### src/rtl/note_pkg.sv
// Shared constants, FSM encoding and lane geometry for the note lane engine.
package note_pkg;

  localparam int VIDEO_WIDTH  = 640;
  localparam int VIDEO_HEIGHT = 480;
  localparam int NOTE_W       = 50;
  localparam int SLOTS        = 8;

  // Left edge of each lane, lane 0 in the low 10 bits.
  localparam logic [39:0] LANE_X = {10'd470, 10'd370, 10'd270, 10'd170};

  typedef enum logic [2:0] {
    ST_IDLE  = 3'd0,
    ST_FETCH = 3'd1,
    ST_WAIT  = 3'd2,
    ST_SPAWN = 3'd3,
    ST_MOVE  = 3'd4
  } state_e;

  // Left edge x coordinate of a lane.
  function automatic logic [9:0] lane_x(input logic [1:0] lane);
    logic [9:0] x;
    case (lane)
      2'd0:    x = LANE_X[9:0];
      2'd1:    x = LANE_X[19:10];
      2'd2:    x = LANE_X[29:20];
      2'd3:    x = LANE_X[39:30];
      default: x = LANE_X[9:0];
    endcase
    return x;
  endfunction

endpackage

### src/rtl/note_rect_hit.sv
// Combinational point-in-square test for one note slot.
module note_rect_hit #(
  parameter int NOTE_W = 50
) (
  input  logic [9:0]        lane_x,
  input  logic signed [10:0] y,
  input  logic [9:0]        px,
  input  logic [8:0]        py,
  output logic              hit
);
  import note_pkg::*;

  logic [10:0]        x_hi_s;
  logic signed [11:0] y_lo_s;
  logic signed [11:0] y_hi_s;
  logic signed [11:0] py_s;

  // One extra bit keeps y+NOTE_W and lane_x+NOTE_W free of wrap-around.
  assign x_hi_s = {1'b0, lane_x} + 11'(NOTE_W);
  assign y_lo_s = {y[10], y};
  assign y_hi_s = y_lo_s + $signed(12'(NOTE_W));
  assign py_s   = $signed({3'b000, py});

  assign hit = (px >= lane_x) && ({1'b0, px} < x_hi_s) &&
               (py_s >= y_lo_s) && (py_s < y_hi_s);

endmodule

### src/rtl/note_lane_engine.sv
// Note lane engine: fetches chart rows, spawns falling notes into a slot
// pool, moves them once per frame and reports per-lane pixel hits.
module note_lane_engine #(
  parameter int SLOTS     = 8,
  parameter int CHART_LEN = 64,
  parameter int SPEED     = 2,
  parameter int NOTE_W    = 50
) (
  input  logic       clk,
  input  logic       reset,
  input  logic       frame_tick,
  input  logic       spawn_tick,
  output logic [5:0] chart_addr,
  input  logic [3:0] chart_data,
  input  logic [9:0] px,
  input  logic [8:0] py,
  output logic [3:0] lane_hit,
  output logic [3:0] active_count,
  output logic [7:0] drop_count,
  output logic       chart_done,
  output logic       busy
);
  import note_pkg::*;

  localparam int IW = (SLOTS > 1) ? $clog2(SLOTS) : 1;
  localparam logic signed [10:0] SPAWN_Y  = 11'(-NOTE_W);
  localparam logic signed [10:0] RETIRE_Y = 11'(VIDEO_HEIGHT);
  localparam logic signed [10:0] STEP     = 11'(SPEED);
  localparam logic [5:0]         LAST_ROW = 6'(CHART_LEN - 1);
  localparam logic [IW-1:0]      LAST_SLOT = IW'(SLOTS - 1);

  state_e             state_q, state_d;
  logic               spawn_pend_q, spawn_pend_d;
  logic               frame_pend_q, frame_pend_d;
  logic [3:0]         mask_q, mask_d;
  logic [5:0]         addr_q, addr_d;
  logic               done_q, done_d;
  logic [7:0]         drop_q, drop_d;
  logic [1:0]         lane_sel_q, lane_sel_d;
  logic [IW-1:0]      idx_q, idx_d;
  logic [SLOTS-1:0]   valid_q, valid_d;
  logic [1:0]         slot_lane_q [SLOTS];
  logic [1:0]         slot_lane_d [SLOTS];
  logic signed [10:0] slot_y_q [SLOTS];
  logic signed [10:0] slot_y_d [SLOTS];
  logic [3:0]         count_q, count_d;
  logic [3:0]         hit_q, hit_d;
  logic [SLOTS-1:0]   rect_hit_s;
  logic               free_found_s;
  logic [IW-1:0]      free_idx_s;
  logic signed [10:0] y_next_s;

  assign y_next_s = slot_y_q[idx_q] + STEP;

  // Lowest-index free slot (descending scan so the lowest index wins).
  always_comb begin
    free_found_s = 1'b0;
    free_idx_s   = '0;
    for (int s = SLOTS - 1; s >= 0; s--) begin
      free_idx_s   = valid_q[s] ? free_idx_s : IW'(s);
      free_found_s = free_found_s | ~valid_q[s];
    end
  end

  // Next-state, request bookkeeping and slot updates.
  always_comb begin
    state_d      = state_q;
    spawn_pend_d = spawn_pend_q | spawn_tick;
    frame_pend_d = frame_pend_q | frame_tick;
    mask_d       = mask_q;
    addr_d       = addr_q;
    done_d       = done_q;
    drop_d       = drop_q;
    lane_sel_d   = lane_sel_q;
    idx_d        = idx_q;
    valid_d      = valid_q;
    slot_lane_d  = slot_lane_q;
    slot_y_d     = slot_y_q;
    count_d      = 4'd0;
    case (state_q)
      ST_IDLE: begin
        if (spawn_pend_q && !done_q) begin
          state_d      = ST_FETCH;
          spawn_pend_d = spawn_tick;
        end else begin
          // Chart exhausted: a pending spawn is simply discarded.
          spawn_pend_d = spawn_tick;
          if (frame_pend_q) begin
            state_d      = ST_MOVE;
            frame_pend_d = frame_tick;
            idx_d        = '0;
          end else begin
            state_d = ST_IDLE;
          end
        end
      end
      ST_FETCH: begin
        state_d = ST_WAIT;
      end
      ST_WAIT: begin
        mask_d     = chart_data;
        lane_sel_d = 2'd0;
        state_d    = ST_SPAWN;
        if (addr_q == LAST_ROW) begin
          done_d = 1'b1;
        end else begin
          addr_d = addr_q + 6'd1;
        end
      end
      ST_SPAWN: begin
        if (mask_q[lane_sel_q]) begin
          if (free_found_s) begin
            valid_d[free_idx_s]     = 1'b1;
            slot_lane_d[free_idx_s] = lane_sel_q;
            slot_y_d[free_idx_s]    = SPAWN_Y;
          end else if (drop_q != 8'hFF) begin
            drop_d = drop_q + 8'd1;
          end else begin
            drop_d = drop_q;
          end
        end else begin
          drop_d = drop_q;
        end
        if (lane_sel_q == 2'd3) begin
          state_d = ST_IDLE;
        end else begin
          lane_sel_d = lane_sel_q + 2'd1;
        end
      end
      ST_MOVE: begin
        if (valid_q[idx_q]) begin
          slot_y_d[idx_q] = y_next_s;
          if (y_next_s >= RETIRE_Y) begin
            valid_d[idx_q] = 1'b0;
          end else begin
            valid_d[idx_q] = 1'b1;
          end
        end else begin
          valid_d[idx_q] = 1'b0;
        end
        if (idx_q == LAST_SLOT) begin
          state_d = ST_IDLE;
        end else begin
          idx_d = idx_q + IW'(1);
        end
      end
      default: begin
        state_d = ST_IDLE;
      end
    endcase
    for (int s = 0; s < SLOTS; s++) begin
      count_d = count_d + {3'b000, valid_d[s]};
    end
  end

  // Per-slot rectangle testers.
  for (genvar s = 0; s < SLOTS; s++) begin : g_slot
    logic [9:0] lane_x_s;
    assign lane_x_s = lane_x(slot_lane_q[s]);
    note_rect_hit #(.NOTE_W(NOTE_W)) u_rect (
      .lane_x (lane_x_s),
      .y      (slot_y_q[s]),
      .px     (px),
      .py     (py),
      .hit    (rect_hit_s[s])
    );
  end

  // OR the valid slot hits into their lanes.
  always_comb begin
    hit_d = 4'b0000;
    for (int s = 0; s < SLOTS; s++) begin
      hit_d[slot_lane_q[s]] = hit_d[slot_lane_q[s]] | (valid_q[s] & rect_hit_s[s]);
    end
  end

  // FSM state register.
  always_ff @(posedge clk or negedge reset) begin
    if (!reset) begin
      state_q <= ST_IDLE;
    end else begin
      state_q <= state_d;
    end
  end

  // Datapath, slot pool and output registers.
  always_ff @(posedge clk or negedge reset) begin
    if (!reset) begin
      spawn_pend_q <= 1'b0;
      frame_pend_q <= 1'b0;
      mask_q       <= 4'd0;
      addr_q       <= 6'd0;
      done_q       <= 1'b0;
      drop_q       <= 8'd0;
      lane_sel_q   <= 2'd0;
      idx_q        <= '0;
      valid_q      <= '0;
      count_q      <= 4'd0;
      hit_q        <= 4'd0;
      for (int s = 0; s < SLOTS; s++) begin
        slot_lane_q[s] <= 2'd0;
        slot_y_q[s]    <= 11'sd0;
      end
    end else begin
      spawn_pend_q <= spawn_pend_d;
      frame_pend_q <= frame_pend_d;
      mask_q       <= mask_d;
      addr_q       <= addr_d;
      done_q       <= done_d;
      drop_q       <= drop_d;
      lane_sel_q   <= lane_sel_d;
      idx_q        <= idx_d;
      valid_q      <= valid_d;
      count_q      <= count_d;
      hit_q        <= hit_d;
      slot_lane_q  <= slot_lane_d;
      slot_y_q     <= slot_y_d;
    end
  end

  assign chart_addr   = addr_q;
  assign lane_hit     = hit_q;
  assign active_count = count_q;
  assign drop_count   = drop_q;
  assign chart_done   = done_q;
  assign busy         = (state_q != ST_IDLE);

endmodule

### config.mk
export PLATFORM = sky130hd
export DESIGN_NAME = note_lane_engine
export DESIGN_NICKNAME = d
export VERILOG_FILES = /design/src/rtl/note_pkg.sv /design/src/rtl/note_rect_hit.sv /design/src/rtl/note_lane_engine.sv
export SDC_FILE = /design/constraint.sdc
export NUM_CORES = 1
export LEC_CHECK = 0
export CORE_AREA = 4 4 203 205
export DETAILED_ROUTE_END_ITERATION = 16
export DIE_AREA = 0 0 207 209
export SLEW_MARGIN = 10
export SYNTH_ARGS = -nofsm -noshare
export SYNTH_HDL_FRONTEND = slang
export SYNTH_SLANG_ARGS = --single-unit
### constraint.sdc
create_clock -name clk -period 9.4 [get_ports clk]
set_clock_uncertainty 0.15 [all_clocks]
set_input_delay 1.88 -clock clk [delete_from_list [all_inputs] [get_ports clk]]
set_output_delay 1.88 -clock clk [all_outputs]
set_load 0.01 [all_outputs]
# --- After elaboration in Yosys (flattened, before gate mapping) ---
# Cells that the tools add are included.
word_totals:
  ff_bits: 149
  latchBits: 0
  ram_bits: 0
  romBits: 0
  in_bits: 27
  output_inout_bits: 24
  mem_count: 0
op_classes:
  addsub: 28
  n_mul: 0
  div: 0
  magnitude_cmp: 58
  n_eq_ne: 41
  shift: 0
  mux: 98
  n_bitwise: 45
  n_reduce_logical: 59
ops:
  columns: ["operator", "count"]
  rows:
  - ["$pmux 10 s4", 8]
  - ["$mux 88", 3]
  - ["$pmux 88 s2", 1]
  - ["$add 11x7->12 const B", 8]
  - ["$lt 10x12->1", 8]
  - ["$add 10x6->11 const B", 8]
  - ["$bwmux 88", 1]
  - ["$ge 10x11->1", 8]
  - ["$lt 10x11->1", 8]
  - ["$ge 10x10->1", 8]
  - ["$demux 11 s3", 2]
  - ["$or 64x64->64", 1]
  - ["$mux 3", 15]
  - ["$mux 11", 4]
  - ["$logic_and 1x1->1", 37]
  - ["$eq 2x2->1 const B", 17]
  - ["$bmux 11 s3", 1]
  - ["$mux 8", 4]
  - ["$bwmux 4", 7]
  - ["$lt 2x3->1 const B", 9]
  - ["$and 24x24->24", 1]
  - ["$mux 1", 24]
  - ["$not 24->24", 1]
  - ["$bmux 1 s2", 9]
  - ["other kinds (48)", 136]

# --- Logic depth before layout (Yosys ltp) ---
# Gate-level depths: netlist of run 1.
logic_depth:
  depth_word: 38
  ltp_mapped: 25
  depth_no_buf: 24

# --- By module ---
# From an unflattened synthesis of run 1, not the netlist that was laid out.
hier_totals:
  cells_unflattened: 2090
  hier_area_um2: 17483.0
modules_own_cells:
  columns: ["mod", "instances", "cells_each", "area_each_um2", "seq_area_each_um2"]
  rows:
  - ["note_rect_hit", 8, 145, 1106.1, 0.0]
  - ["note_lane_engine", 1, 930, 8634.5, 3728.6]

# --- Worst setup path before layout of run 1 ---
# No wires, ideal clock.
synth_timing:
  kind: "register to register"
  from: "register idx_q[0]"
  to: "register count_q[2] (netlist: active_count[2])"
  arrival_time_ps: 5806
  setup_slack_ps: 3321
  stages_incl_launch_ff: 25
  n_path_buf: 2
  period_less_slack_ps: 6079
  cell_sequence: "dfrtp_1 clkbuf_1 buf_1 nand3_1 o22ai_1 a221oi_1 nand2_1 nor3b_1 inv_1 nor3_1 inv_1 nor3_1 xor2_1 nor3_1 a21oi_1 o21ai_1 o22a_1 fa_1 fa_1 inv_1 fa_1 ha_1 inv_1 fa_1 xnor2_1"
synth_via:
  elab_chain_len: 16
  elab_cells_between_ends: 26
synth_lines:
  columns: ["item", "line_no", "source"]
  rows:
  - ["start, declared", "note_lane_engine.sv:40", "logic [IW-1:0] idx_q, idx_d;"]
  - ["start signal, assigned", "note_lane_engine.sv:212", "idx_q <= idx_d;"]
  - ["$not 3->4 (implied by the code), or another cell as far along", "note_lane_engine.sv:53", "assign y_next_s = slot_y_q[idx_q] + STEP;"]
  - ["$bmux 11 s3 or $logic_and 1x1->1 (tied branches)", null, null]
  - ["$mux 11 (implied by the code) or $mux 1 (tied branches)", null, null]
  - ["$mux 11 (implied by the code) or $demux 1 s3 (tied branches)", null, null]
  - ["$add 11x3->11 or $not 8->8 (tied branches)", null, null]
  - ["$ge 11x10->1 or $and 8x8->8 (tied branches)", null, null]
  - ["$mux 8", "note_lane_engine.sv:133", "if (y_next_s >= RETIRE_Y) begin"]
  - ["$mux 8 *", "note_lane_engine.sv:131", "if (valid_q[idx_q]) begin"]
  - ["$pmux 8 s2 *", "note_lane_engine.sv:80", "case (state_q)"]
  - ["$add 1x1->2", "note_lane_engine.sv:152", "count_d = count_d + {3'b000, valid_d[s]};"]
  - ["$add 2x1->3", "note_lane_engine.sv:152", null]
  - ["$add 3x1->4", "note_lane_engine.sv:152", null]
  - ["$add 4x1->4 (3 in a row)", "note_lane_engine.sv:152", null]
  - ["$add 4x1->4 *", "note_lane_engine.sv:152", null]
  - ["net count_d[2]", "note_lane_engine.sv:46", "logic [3:0] count_q, count_d;"]
  - ["end signal, assigned", "note_lane_engine.sv:214", "count_q <= count_d;"]
  - ["end, declared", "note_lane_engine.sv:46", null]
# Mark *: on every way through the listed nets, which the timed path passes. The rest lies on a longest branch. The select of a mux whose other input is x is not followed.
# A chain may end at the register's enable or synchronous reset.

# --- Worst setup path in the final report of run 1 ---
layout_timing:
  from: "register idx_q[1]"
  to: "register count_q[1] (netlist: active_count[1])"
layout_via:
  elab_chain_len: 16
  elab_cells_between_ends: 26
layout_lines:
  columns: ["item", "line_no", "source"]
  rows:
  - ["$not 3->4 (implied by the code), or another cell as far along", "note_lane_engine.sv:53", null]
  - ["$bmux 11 s3 or $logic_and 1x1->1 (tied branches)", null, null]
  - ["$mux 11 (implied by the code) or $mux 1 (tied branches)", null, null]
  - ["$mux 11 (implied by the code) or $demux 1 s3 (tied branches)", null, null]
  - ["$add 11x3->11 or $not 8->8 (tied branches)", null, null]
  - ["$ge 11x10->1 or $and 8x8->8 (tied branches)", null, null]
  - ["$mux 8", "note_lane_engine.sv:133", null]
  - ["$mux 8 *", "note_lane_engine.sv:131", null]
  - ["$pmux 8 s2 *", "note_lane_engine.sv:80", null]
  - ["net valid_d[1]", "note_lane_engine.sv:41", "logic [SLOTS-1:0] valid_q, valid_d;"]
  - ["$add 1x1->2 *", "note_lane_engine.sv:152", null]
  - ["$add 2x1->3 *", "note_lane_engine.sv:152", null]
  - ["$add 3x1->4 *", "note_lane_engine.sv:152", null]
  - ["$add 4x1->4 * (4 in a row)", "note_lane_engine.sv:152", null]
  - ["net count_d[1]", "note_lane_engine.sv:46", null]
# Marks and branches as above.

==> results of run 1 <==
-- cell type report --
| cell class | instances | area [um2] | share of cell area, % |
|---|---|---|---|
| Multi-Input combinational cell | 1448 | 11000 | 63.8 |
| Clock buffer | 23 | 478 | 2.76 |
| Inverter | 177 | 664 | 3.84 |
| Clock inverter | 7 | 73.8 | 0.427 |
| Timing Repair Buffer | 71 | 657 | 3.80 |
| Sequential cell | 149 | 3730 | 21.6 |
| Tap cell | 525 | 657 | 3.80 |
-- logic make-up (layout without fill, tap and decap cells) --
kind of cell,count (synthesis),in the layout,synth area share [%]
muxes,24,24,2.05
DFF,149,149,23.9
AOI/OAI and AO/OA,532,532,22.8
buffers and inverters,216,278,5.33
adders and majority gates,329,329,26.6
xor gates and xnor gates,73,73,4.10
and+or+nand+nor,490,490,15.2
-- layer usage --
| metal | share of wire, % | GRT usage [%] |
|---|---|---|
| met1 | 45 | 30.4 |
| met2 | 47 | 36.7 |
| met3 | 5.8 | 3.35 |
| met4 | 2.4 | 5.84 |
| met5 | 0 | 0 |
-- sequential cells by signal (all words and copies together) (netlist names) --
register      count
chart_done        1
idx_q             3
slot_y_q         88
lane_hit          4
spawn_pend_q      1
slot_lane_q      16
mask_q            4
chart_addr        6
drop_count        8
valid_q           8
state_q           3
active_count      4
lane_sel_q        2
frame_pend_q      1
-- critical path, stage by stage, from the launching register on --
cell,delay (ps)
dfrtp_1,900
nand2_1,140
nor2_1,640
a22oi_1,230
nand3_1,600
nor3b_1,400
inv_1,80
nor3_1,310
inv_1,70
nor3_1,290
xor2_1,110
buf_4,210
nor3_1,190
a21oi_1,120
o21ai_1,500
o211ai_1,180
inv_1,100
fa_1,470
fa_1,510
inv_1,50
fa_1,500
ha_1,170
inv_1,60
fa_1,480
inv_1,50
-- stage by stage --
stage	cell area [um2]	total power [mW]
3_3_place_gp	16700	5.28
4_1_cts	17300	6.10
5_1_grt	17300	6.74
3_5_place_dp	16700	5.40
6_report	17300	6.12
2_1_floorplan	15600	4.15
-- report_power, final --
part / internal [mW] / leakage [nW] / total (mW) / switching (mW)
clock: 0.383 / 0.269 / 0.660 / 0.277
sequential: 0.854 / 1.73 / 1.22 / 0.367
combinational: 1.76 / 6.01 / 4.24 / 2.48
-- placed cells by master, fill, tap and decap left out, types with 7 or more instances in the layout --
cell type,instances
nor3b_1,8
inv_1,176
a211oi_1,18
o21bai_1,16
a2111oi_0,9
clkdlybuf4s50_1,48
a22o_1,7
o21a_1,29
o22a_1,23
o21ai_0,115
nor2b_1,32
a21oi_1,134
nand2b_1,24
ha_1,325
a21o_1,15
nor2_1,154
nand2_1,118
xor2_1,8
clkbuf_16,17
dfrtp_1,149
nand4_1,18
nand3_1,41
buf_4,22
o211ai_1,16
nor3_1,39
and3_1,12
a221oi_1,16
a31oi_1,15
xnor2_1,65
o22ai_1,40
mux2_2,14
a22oi_1,8
-- final timing paths --
path                                     from         endpoint  cells after the start
worst max-delay path                 idx_q[1]  active_count[1]                     24
worst min register to register  drop_count[6]    drop_count[6]                      1
worst max register to register       idx_q[1]  active_count[1]                     24
worst min-delay path            drop_count[6]    drop_count[6]                      1
max in group asynchronous               reset     slot_y_q[46]                      2
min in group asynchronous               reset    chart_addr[4]                      1
==> results.py, run 1 <==
metrics = {
    "die": {
        "die_w_um": 207,
        "rows": 73,
        "ios": 51,
        "dieHeight_um": 209,
        "dieArea_um2": 43300,
        "start_util_pct": 39.5,
        "core_area_um2": 39500,
    },
    "timing": {
        "max_slew_margin_pct": 22.9,
        "tightest_slew_ps": 1150,
        "final_hold_viol_count": 0,
        "tns_ps": 0,
        "fmax_ghz": 0.131,
        "min_period_over_period_pct": 81.1,
        "finalHoldWorstSlack_ps": 349,
        "rsz0062_at_grt": "no",
        "setup_viol": 0,
        "fin_ws_ps": 1780,
        "slew_violations": 0,
        "final.min_clock_period_ps": 7620,
    },
    "global_routing": {
        "grt_pass1_wl_um": 77100,
        "grt_pass1_vias": 13600,
        "grt_overflow": 0,
        "antenna_found_initial": 0,
        "grt_util_all_layers_pct": 22.2,
        "grt_start_max_net_pins": 82,
    },
    "route": {
        "ant_nets": 0,
        "vias": 14000,
        "wirelength_um": 48800,
        "via_per_inst": 5.82,
        "drt_iter0_markers": 1180,
        "drt-wirelength-per-cell_um": 20.3,
        "drc": 0,
        "firstDrtPassIters": 5,
    },
    "clock_tree": {
        "post_cts_buffers": 0,
        "clockRootBuffer": "clkbuf_16",
        "cts_buffer_depth": 2,
        "cts.sinks": 149,
        "cts_hold_buf": 0,
        "cts_made_buffers": 17,
        "ctsResizeCount": 0,
        "clkTransAtPathRegs_ps": 60,
        "clock_latency_ps": 430,
        "cts_tree": "yes",
        "cts_max_level": 4,
    },
    "worst_setup_path": {
        "crit_fanout": 21,
        "worst_setup_path_start_kind": "flip-flop",
        "rrSetupSlack_ps": 1780,
        "crit_path_end_kind": "flip-flop",
        "crit_type": "reg -> reg",
        "cp_data_required_time_ps": 9560,
        "critPathArrivalTime_ps": 7780,
    },
    "cells_and_area": {
        "fin_nets": 2220,
        "nFillCells": 3925,
        "antenna_cells": 0,
        "drive_gt1_share_pct": 5.12,
        "layoutNonFillerInstCount": 2400,
        "syn2layout_area_growth_pct": 10.9,
        "finish.utilization_pct": 43.8,
    },
    "flow_run": {
        "drv_cap": 0,
    },
    "yosys": {
        "syn_nets": 2169,
        "synth_top_area_share_pct": 26.1,
        "ys_ff_latch": 149,
        "synth_common_cells": "325 x ha_1, 176 x inv_1, 154 x nor2_1",
        "synth_area_um2": 15600,
        "synth-edff-count": 0,
        "ys.warnings.count": 0,
        "yosysMostFrequentCell": "ha_1",
        "synth.area.top_cells": "ha_1 26%, dfrtp_1 24%, a21oi_1 4.3%, inv_1 4.2%, nor2_1 3.7%",
        "syn_area_per_cell_um2": 8.60,
        "syn_inst": 1813,
        "ys.flop_type": "dfrtp_1",
        "synth_seq_area_share_pct": 23.9,
        "synth_area_leader_cell": "ha_1",
        "synth_cell_types": 91,
        "synthArstFlopShare_pct": 100,
    },
    "place": {
        "io_buffers": 49,
        "dp.cells": 2370,
        "dp_worst_setup_slack_ps": 1640,
        "dp.final_hpwl_um": 37400,
        "gp_congestion": 0.997,
    },
    "power": {
        "power.density_nw_per_um2": 354,
        "vdd_ir_drop_max_v": 0.000208,
        "leakage_nw": 8.00,
    },
    "hold_path": {
        "hold_class": "reg -> reg",
    },
    "outcome": {
        "status": "finished, final reports clean",
    },
}
Power figures use the tool's default switching activity.
==> run 2: changes to the inputs <==
==> constraint.sdc (replaced) <==
create_clock -name clk -period 7.6 [get_ports clk]
set_clock_uncertainty 0.15 [all_clocks]
set_input_delay 1.52 -clock clk [delete_from_list [all_inputs] [get_ports clk]]
set_output_delay 1.52 -clock clk [all_outputs]
set_load 0.01 [all_outputs]
==> results.py, run 2 (synthesized netlist as in run 1, its figures left out) <==
metrics = {
    "outcome": {
        "status": "finished, final reports clean",
    },
    "timing": {
        "finalHoldWorstSlack_ps": 352,
        "final.min_clock_period_ps": 6610,
        "fin_ws_ps": 986,
        "rsz0062_at_grt": "no",
        "tns_ps": 0,
        "max_slew_margin_pct": 25.7,
        "slew_violations": 0,
        "final_hold_viol_count": 0,
        "min_period_over_period_pct": 87.0,
        "tightest_slew_ps": 1110,
        "setup_viol": 0,
        "fmax_ghz": 0.151,
    },
    "global_routing": {
        "grt_util_all_layers_pct": 22.7,
        "grt_pass1_wl_um": 79000,
        "grt_start_max_net_pins": 93,
        "grt_pass1_vias": 13900,
        "antenna_found_initial": 0,
        "grt_overflow": 0,
    },
    "worst_setup_path": {
        "crit_family": "adder cells",
        "cp_common_cell": "inv_1",
        "slowest_stage": "dfrtp_1",
        "worst_setup_path_start_kind": "flip-flop",
        "critPathArrivalTime_ps": 6790,
        "timing.critical_path.buf_inv": 7,
        "crit_cells": 24,
        "rrSetupSlack_ps": 990,
        "crit_fanout": 15,
        "cp-startpoint": "idx_q[1]",
        "crit_path_end_kind": "flip-flop",
        "rr_endpoint": "active_count[1]",
        "cp_cell_sequence": "buf_4, nand2_1, or2_2, o22ai_1, nor3_1, nor3b_1, inv_1, nor3_1, inv_1, nor3_1, xor2_1, nor3_1, a21oi_1, o21ai_1, o211ai_1, inv_1, fa_1, fa_1, inv_1, fa_1, ha_1, inv_1, fa_1, inv_1",
        "slowest_delay_ps": 720,
        "crit_type": "reg -> reg",
        "r2r-start": "idx_q[1]",
        "crit_end": "active_count[1]",
        "cp_data_required_time_ps": 7770,
        "rr_worst_depth": 24,
    },
    "cells_and_area": {
        "antenna_cells": 0,
        "fin_nets": 2243,
        "final_common_cell": "ha_1",
        "final_area_um2": 17500,
        "drive_gt1_share_pct": 6.47,
        "top_regs": "slot_y_q: 88 flops, slot_lane_q: 16 flops",
        "layoutNonFillerInstCount": 2425,
        "top_register": "slot_y_q",
        "syn2layout_area_growth_pct": 12.3,
        "final_cell_mix": "325 x ha_1, 176 x inv_1, 154 x nor2_1, 149 x dfrtp_1, 134 x a21oi_1",
        "nFillCells": 3862,
        "largest_register_ffs": 88,
        "finish.utilization_pct": 44.4,
    },
    "route": {
        "via_per_inst": 5.81,
        "vias": 14100,
        "wirelength_um": 50100,
        "ant_nets": 0,
        "drt_iter0_markers": 1044,
        "drc": 0,
        "firstDrtPassIters": 8,
        "drt-wirelength-per-cell_um": 20.7,
    },
    "place": {
        "gp_congestion": 0.968,
        "dp_worst_setup_slack_ps": 601,
        "io_buffers": 49,
        "post_dp_cell_area_um2": 16900,
        "dp.final_hpwl_um": 38500,
        "dp.cells": 2393,
    },
    "die": {
        "core_area_um2": 39500,
        "start_util_pct": 39.5,
        "ios": 51,
        "dieHeight_um": 209,
        "die_w_um": 207,
        "rows": 73,
        "dieArea_um2": 43300,
    },
    "clock_tree": {
        "clock_latency_ps": 440,
        "cts_buffer_depth": 2,
        "cts.sinks": 149,
        "cts_made_buffers": 17,
        "ctsResizeCount": 0,
        "post_cts_buffers": 0,
        "clkTransAtPathRegs_ps": 60,
        "clockRootBuffer": "clkbuf_16",
        "cts_max_level": 4,
        "cts_hold_buf": 0,
        "cts_tree": "yes",
    },
    "power": {
        "power.total_mw": 7.72,
        "leakage_nw": 8.14,
        "vdd_ir_drop_max_v": 0.000274,
        "power.density_nw_per_um2": 441,
    },
    "flow_run": {
        "drv_cap": 0,
    },
    "hold_path": {
        "hold_class": "reg -> reg",
        "hold_start": "spawn_pend_q",
    },
}
## run 2: metal layers
layer	wire length, um	track usage (%)
met2	23200	37.5
met1	22000	30.3
met3	3290	4.08
met4	1610	7.36
met5	0	0
## run 2: power by group
group	total [mW]	leakage [nW]	internal (mW)	switching [mW]
clock network	0.879	0.293	0.520	0.359
logic	5.33	6.12	2.22	3.11
registers	1.52	1.73	1.06	0.462
## run 2: area by class of cell
class / instances / area, um2 / area share [%]
Clock buffer: 22 / 484 / 2.76
Clock inverter: 10 / 120 / 0.686
Inverter: 177 / 664 / 3.79
Multi-Input combinational cell: 1448 / 11000 / 63.0
Sequential cell: 149 / 3730 / 21.3
Tap cell: 525 / 657 / 3.75
Timing Repair Buffer: 94 / 830 / 4.73
## run 2: worst register-to-register path: stages (launching register included)
cell and delay (ps):
dfrtp_1 720, buf_4 300, nand2_1 80, or2_2 410
o22ai_1 260, nor3_1 90, nor3b_1 310, inv_1 80
nor3_1 310, inv_1 70, nor3_1 330, xor2_1 140
nor3_1 210, a21oi_1 120, o21ai_1 380, o211ai_1 170
inv_1 90, fa_1 470, fa_1 500, inv_1 50
fa_1 500, ha_1 170, inv_1 60, fa_1 500
inv_1 50
## run 2: worst min path at each step
stage                         endpoint  slack (ps)  cells after the start
final                     spawn_pend_q         350                      1
after global routing      spawn_pend_q         370                      1
after CTS                 spawn_pend_q         360                      1
after detailed placement  spawn_pend_q         340                      1
after global placement    spawn_pend_q         340                      1
after floorplan           spawn_pend_q         310                      1
